$ cat config.mk
export PLATFORM = sky130hd
export DESIGN_NAME = score_keeper
export DESIGN_NICKNAME = d
export VERILOG_FILES = /design/src/rtl/score_keeper.sv
export SDC_FILE = /design/constraint.sdc
export NUM_CORES = 1
export LEC_CHECK = 0
export ABC_AREA = 1
export BUFFER_PORTS_ARGS = -buffer_cell sky130_fd_sc_hd__buf_2
export CAP_MARGIN = 20
export CORE_AREA = 4 4 56 68
export CTS_BUF_LIST = sky130_fd_sc_hd__clkbuf_2 sky130_fd_sc_hd__clkbuf_4 sky130_fd_sc_hd__clkbuf_8
export DETAILED_ROUTE_END_ITERATION = 12
export DIE_AREA = 0 0 60 72
export PLACE_DENSITY = 0.69
export SKIP_CTS_REPAIR_TIMING = 1
export SLEW_MARGIN = 20
export SYNTH_ARGS = -nofsm -noshare
export SYNTH_HDL_FRONTEND = slang
export SYNTH_SLANG_ARGS = --single-unit
$ cat constraint.sdc
create_clock -name segclk -period 1.65 [get_ports segclk]
set_input_delay 0.165 -clock segclk [delete_from_list [all_inputs] [get_ports segclk]]
set_output_delay 0.165 -clock segclk [all_outputs]
set_load 0.01 [all_outputs]
$ cat src/rtl/score_keeper.sv
// score_keeper: match score state machine feeding the 7-segment score display.
// Raw point/new-game requests are synchronized, edge-detected and turned into
// registered scores with a post-point lockout and a frozen end-of-match state.
module score_keeper #(
  parameter int unsigned WIN_SCORE      = 5,
  parameter int unsigned LOCKOUT_CYCLES = 100
) (
  input  logic       segclk,
  input  logic       clr,
  input  logic       p1_pt,
  input  logic       p2_pt,
  input  logic       new_game,
  output logic [2:0] p1,
  output logic [2:0] p2,
  output logic       game_over,
  output logic       winner,
  output logic       scored
);

  localparam int unsigned SW  = 3;
  localparam int unsigned CW  = 8;
  localparam int unsigned NIN = 3;

  localparam logic [SW-1:0] WIN_VAL   = SW'(WIN_SCORE);
  localparam logic [SW-1:0] SCORE_ONE = SW'(1);
  localparam logic [CW-1:0] LOCK_LOAD = CW'(LOCKOUT_CYCLES - 1);
  localparam logic [CW-1:0] CNT_ONE   = CW'(1);

  // Input bit positions inside the synchronizer vectors
  localparam int unsigned IDX_P1 = 0;
  localparam int unsigned IDX_P2 = 1;
  localparam int unsigned IDX_NG = 2;

  typedef enum logic [1:0] {
    PLAY = 2'd0,
    LOCK = 2'd1,
    OVER = 2'd2
  } state_t;

  state_t         state, state_nxt;
  logic [CW-1:0]  lock_cnt, cnt_nxt;
  logic [SW-1:0]  p1_nxt, p2_nxt;
  logic [SW-1:0]  p1_inc, p2_inc;
  logic           go_nxt, win_nxt, sc_nxt;

  logic [NIN-1:0] sync1, sync2, hist;
  logic [NIN-1:0] rise;
  logic           p1_rise, p2_rise, ng_rise;

  // Two-flop synchronizers plus history flop; reset high so a held level never fires
  always_ff @(posedge segclk or posedge clr) begin
    if (clr) begin
      sync1 <= '1;
      sync2 <= '1;
      hist  <= '1;
    end else begin
      sync1 <= {new_game, p2_pt, p1_pt};
      sync2 <= sync1;
      hist  <= sync2;
    end
  end

  assign rise    = sync2 & ~hist;
  assign p1_rise = rise[IDX_P1];
  assign p2_rise = rise[IDX_P2];
  assign ng_rise = rise[IDX_NG];

  // State, lockout counter and registered outputs
  always_ff @(posedge segclk or posedge clr) begin
    if (clr) begin
      state     <= PLAY;
      lock_cnt  <= '0;
      p1        <= '0;
      p2        <= '0;
      game_over <= 1'b0;
      winner    <= 1'b0;
      scored    <= 1'b0;
    end else begin
      state     <= state_nxt;
      lock_cnt  <= cnt_nxt;
      p1        <= p1_nxt;
      p2        <= p2_nxt;
      game_over <= go_nxt;
      winner    <= win_nxt;
      scored    <= sc_nxt;
    end
  end

  // Next-state and next-output decode; new_game overrides everything
  always_comb begin
    state_nxt = state;
    cnt_nxt   = lock_cnt;
    p1_nxt    = p1;
    p2_nxt    = p2;
    go_nxt    = game_over;
    win_nxt   = winner;
    sc_nxt    = 1'b0;
    p1_inc    = p1 + SCORE_ONE;
    p2_inc    = p2 + SCORE_ONE;

    if (ng_rise) begin
      state_nxt = PLAY;
      cnt_nxt   = '0;
      p1_nxt    = '0;
      p2_nxt    = '0;
      go_nxt    = 1'b0;
      win_nxt   = 1'b0;
    end else begin
      case (state)
        PLAY: begin
          if (p1_rise && !p2_rise) begin
            p1_nxt = p1_inc;
            sc_nxt = 1'b1;
            if (p1_inc == WIN_VAL) begin
              state_nxt = OVER;
              go_nxt    = 1'b1;
              win_nxt   = 1'b0;
            end else begin
              state_nxt = LOCK;
              cnt_nxt   = LOCK_LOAD;
            end
          end else if (p2_rise && !p1_rise) begin
            p2_nxt = p2_inc;
            sc_nxt = 1'b1;
            if (p2_inc == WIN_VAL) begin
              state_nxt = OVER;
              go_nxt    = 1'b1;
              win_nxt   = 1'b1;
            end else begin
              state_nxt = LOCK;
              cnt_nxt   = LOCK_LOAD;
            end
          end else if (p1_rise && p2_rise) begin
            // Disputed point: nobody scores but the lockout still applies
            state_nxt = LOCK;
            cnt_nxt   = LOCK_LOAD;
          end
        end
        LOCK: begin
          if (lock_cnt == '0) begin
            state_nxt = PLAY;
          end else begin
            cnt_nxt = lock_cnt - CNT_ONE;
          end
        end
        OVER: begin
          state_nxt = OVER;
        end
        default: begin
          state_nxt = PLAY;
        end
      endcase
    end
  end

endmodule
==> run_results.csv <==
group,metric,value,unit
status,status,"finished with violations",
status,violations,"setup timing",
timing,hold_viol,0,
layout,instances_no_fill,251,
floorplan,pin_count,14,
timing,period_minus_slack,1.659,ns
timing,fin_skew,0.004808,ns
global_route,grt_first_pass_wirelength,4629,um
detailed_routing,vias,1190,
logic_synthesis,synth_edf_count,0,
floorplan,die_area,0.004320,mm2
timing,worst_slack,-0.008709,ns
clocking,clk_pin_slew,0.09,ns
clocking,worstSkewPairLatency,0.27,ns
timing,worst_pin_slew,0.3618,ns
logic_synthesis,ys_warn_count,0,
logic_synthesis,yosysSeqAreaShare,0.4664,
place,numPortBuffers,13,
critical_path,worstReg2RegStart,"sync2[0]$_DFF_PP1_",
critical_path,end_kind,"register",
critical_path,crit_path_start_kind,"register",
critical_path,crit_type,"reg -> reg",
timing,rsz0062_at_grt,"yes",
floorplan,row_count,23,
layout,nNetsFinal,228,
timing,slew_headroom,0.7588,
detailed_routing,drt_pre_antenna_iters,4,
layout,diodes,0,
timing,slew_viol_final,0,
global_route,grt_use_total,0.1375,
clocking,cts_sinks,28,
global_route,grt_start_max_net_pins,29,
place,place_inst,242,
clocking,cts_tree,"yes",
critical_path,crit_path_max_fanout,8,
logic_synthesis,syn_inst,187,
critical_path,required,1.83,ns
detailed_routing,wl,2718,um
layout,layout_common_cells,"nand2_1 (48), inv_1 (21), dfrtp_1 (19)",
detailed_routing,drc_errors,0,
logic_synthesis,synth_cell_types,22,
global_route,grt.overflow.total,0,
global_route,grt_pass1_vias,1125,
clocking,cts_inserted_buffers,3,
clocking,cts_max_path_buffers,2,
timing,timing.fmax,602.9,MHz
logic_synthesis,ys_ff_latch,28,
clocking,cts_root_buf,"clkbuf_8",
critical_path,crit_start,"sync2[0]$_DFF_PP1_",
critical_path,crit_chain,"inv_2 -> nor2_4 -> inv_2 -> ha_4 -> nand2_2 -> inv_2 -> nand2_4 -> nor2_4 -> nor2_4 -> nand3_4 -> nand2_2 -> nand2_2",
logic_synthesis,synth.largest_area_cell,"dfrtp_1",
global_route,antenna_found_initial,0,
floorplan,die_w,60,um
detailed_routing,first_iter_violations,30,
logic_synthesis,synth_top_area_share,0.3115,
timing,final.setup.tns,-0.01292,ns
run,maxCapViolCount,0,
logic_synthesis,synth-main-ff-cell,"dfrtp_1",
place,globalplace.congestion,0.7890,
min_path,hold_class,"reg -> reg",
floorplan,core,0.003223,mm2
detailed_routing,detail-route-antenna-nets,0,
layout,layout_commonest_cell,"nand2_1",
critical_path,crit_path_max_incr_delay,0.55,ns
logic_synthesis,syn-num-nets,200,
logic_synthesis,syn_area,0.001526,mm2
detailed_routing,wl_per_cell,10.83,um
place,dp_hpwl,2014,um
timing,setup_viol,2,
layout,drive_gt1_frac,0.3318,
critical_path,crit_slowest_cell,"dfstp_2",
detailed_routing,drt-vias-per-instance,4.741,
power_and_ir_drop,power_density,1486,mW/mm2
power_and_ir_drop,peakVddDrop,0.7466,mV
floorplan,dieHeight,72,um
power_and_ir_drop,power.leakage,0.9818,nW
logic_synthesis,syn_area_per_cell,8.163,um2
min_path,hold_start,"sync1[2]$_DFF_PP1_",
clocking,h-tree-depth,1,
floorplan,initial_utilization,0.4736,
logic_synthesis,synthArstFlopShare,1.000,
critical_path,arrival,1.84,ns
timing,post-route-period-util,1.005,
logic_synthesis,synthTopCellsByArea,"dfrtp_1 (31%), dfstp_2 (15%), nand2_1 (14%), ha_1 (6.6%), inv_1 (6.4%)",
layout,syn_to_final_growth,22.30,%
==> registers in the layout, summed over array words and instances (netlist names) <==
signal,count
winner,1
sync2,3
lock_cnt,8
hist,3
state,2
p2,3
sync1,3
scored,1
game_over,1
p1,3
==> Yosys cell counts (all sizes together) (2+ instances only) <==
cell type / count
nand2: 61
ha: 8
nor2: 24
a21oi: 3
nand3: 14
xor2: 3
dfstp: 9
o21ai: 9
nand4: 2
inv: 31
dfrtp: 19
==> final timing paths <==
| kind | slack (ns) | end | cells past startpoint |
|---|---|---|---|
| min in group asynchronous | 0.48 | lock_cnt[0]$_DFFE_PP0P_ | 4 |
| max in group asynchronous | 0.86 | hist[1]$_DFF_PP1_ | 4 |
| worst max register to register | -0.009 | lock_cnt[6]$_DFFE_PP0P_ | 12 |
| worst min-delay path | 0.36 | sync2[2]$_DFF_PP1_ | 0 |
| worst min register to register | 0.36 | sync2[2]$_DFF_PP1_ | 0 |
| worst max-delay path | -0.009 | lock_cnt[6]$_DFFE_PP0P_ | 12 |
==> metal layers <==
metal | global-route usage | up-vias | routed length, um
met4 | 0.05419 | 0 | 36
met5 | 0 | - | 0
li1 | - | 629 | -
met3 | 0.02313 | 5 | 80
met2 | 0.2332 | 17 | 1413
met1 | 0.1705 | 539 | 1188
==> cells by family after synthesis <==
logic type / count (synthesis) / synth area share
AND/OR/NAND/NOR: 103 / 0.3254
buffers and inverters: 31 / 0.07623
flip-flops: 28 / 0.4664
AO/OA/AOI/OAI: 14 / 0.04918
adder cells (fa/ha/maj): 8 / 0.06558
XOR/XNOR: 3 / 0.01722
==> stage by stage <==
stage | hold slack, ns | total power [mW] | setup slack [ns] | cell area [um2] | util
global route | 0.3633 | 3.044 | -0.1147 | 1867 | 0.5792
CTS | -0.06310 | 2.731 | -0.09971 | 1747 | 0.5419
detailed placement | 0.2489 | 2.172 | -0.07950 | 1675 | 0.5198
floorplan | 0.1695 | 1.915 | 0.07205 | 1526 | -
finish | 0.3602 | 2.775 | -0.008709 | 1867 | 0.5792
global placement | 0.2426 | 2.154 | -0.02520 | 1675 | 0.5198
==> power breakdown <==
group          total [mW]  switching [mW]  internal (mW)
Clock               0.537           0.212          0.325
Sequential           1.02           0.163          0.859
Combinational        1.22           0.764          0.452
==> final cells by class <==
class,instances,area (um2)
Clock inverter,1,30.03
Clock buffer,3,41.29
Fill cell,299,1356
Tap cell,37,46.29
Timing Repair Buffer,23,150.1
Multi-Input combinational cell,128,770.7
Sequential cell,28,711.9
Inverter,31,116.4
==> worst max-delay path: cells and delay by family, from the launching register on <==
family                   cells  cell delay, ns
AND/OR/NAND/NOR              8            0.73
flip-flops                   1            0.55
adder cells (fa/ha/maj)      1            0.15
buffers and inverters        3            0.13
Power figures use the tool's default switching activity.
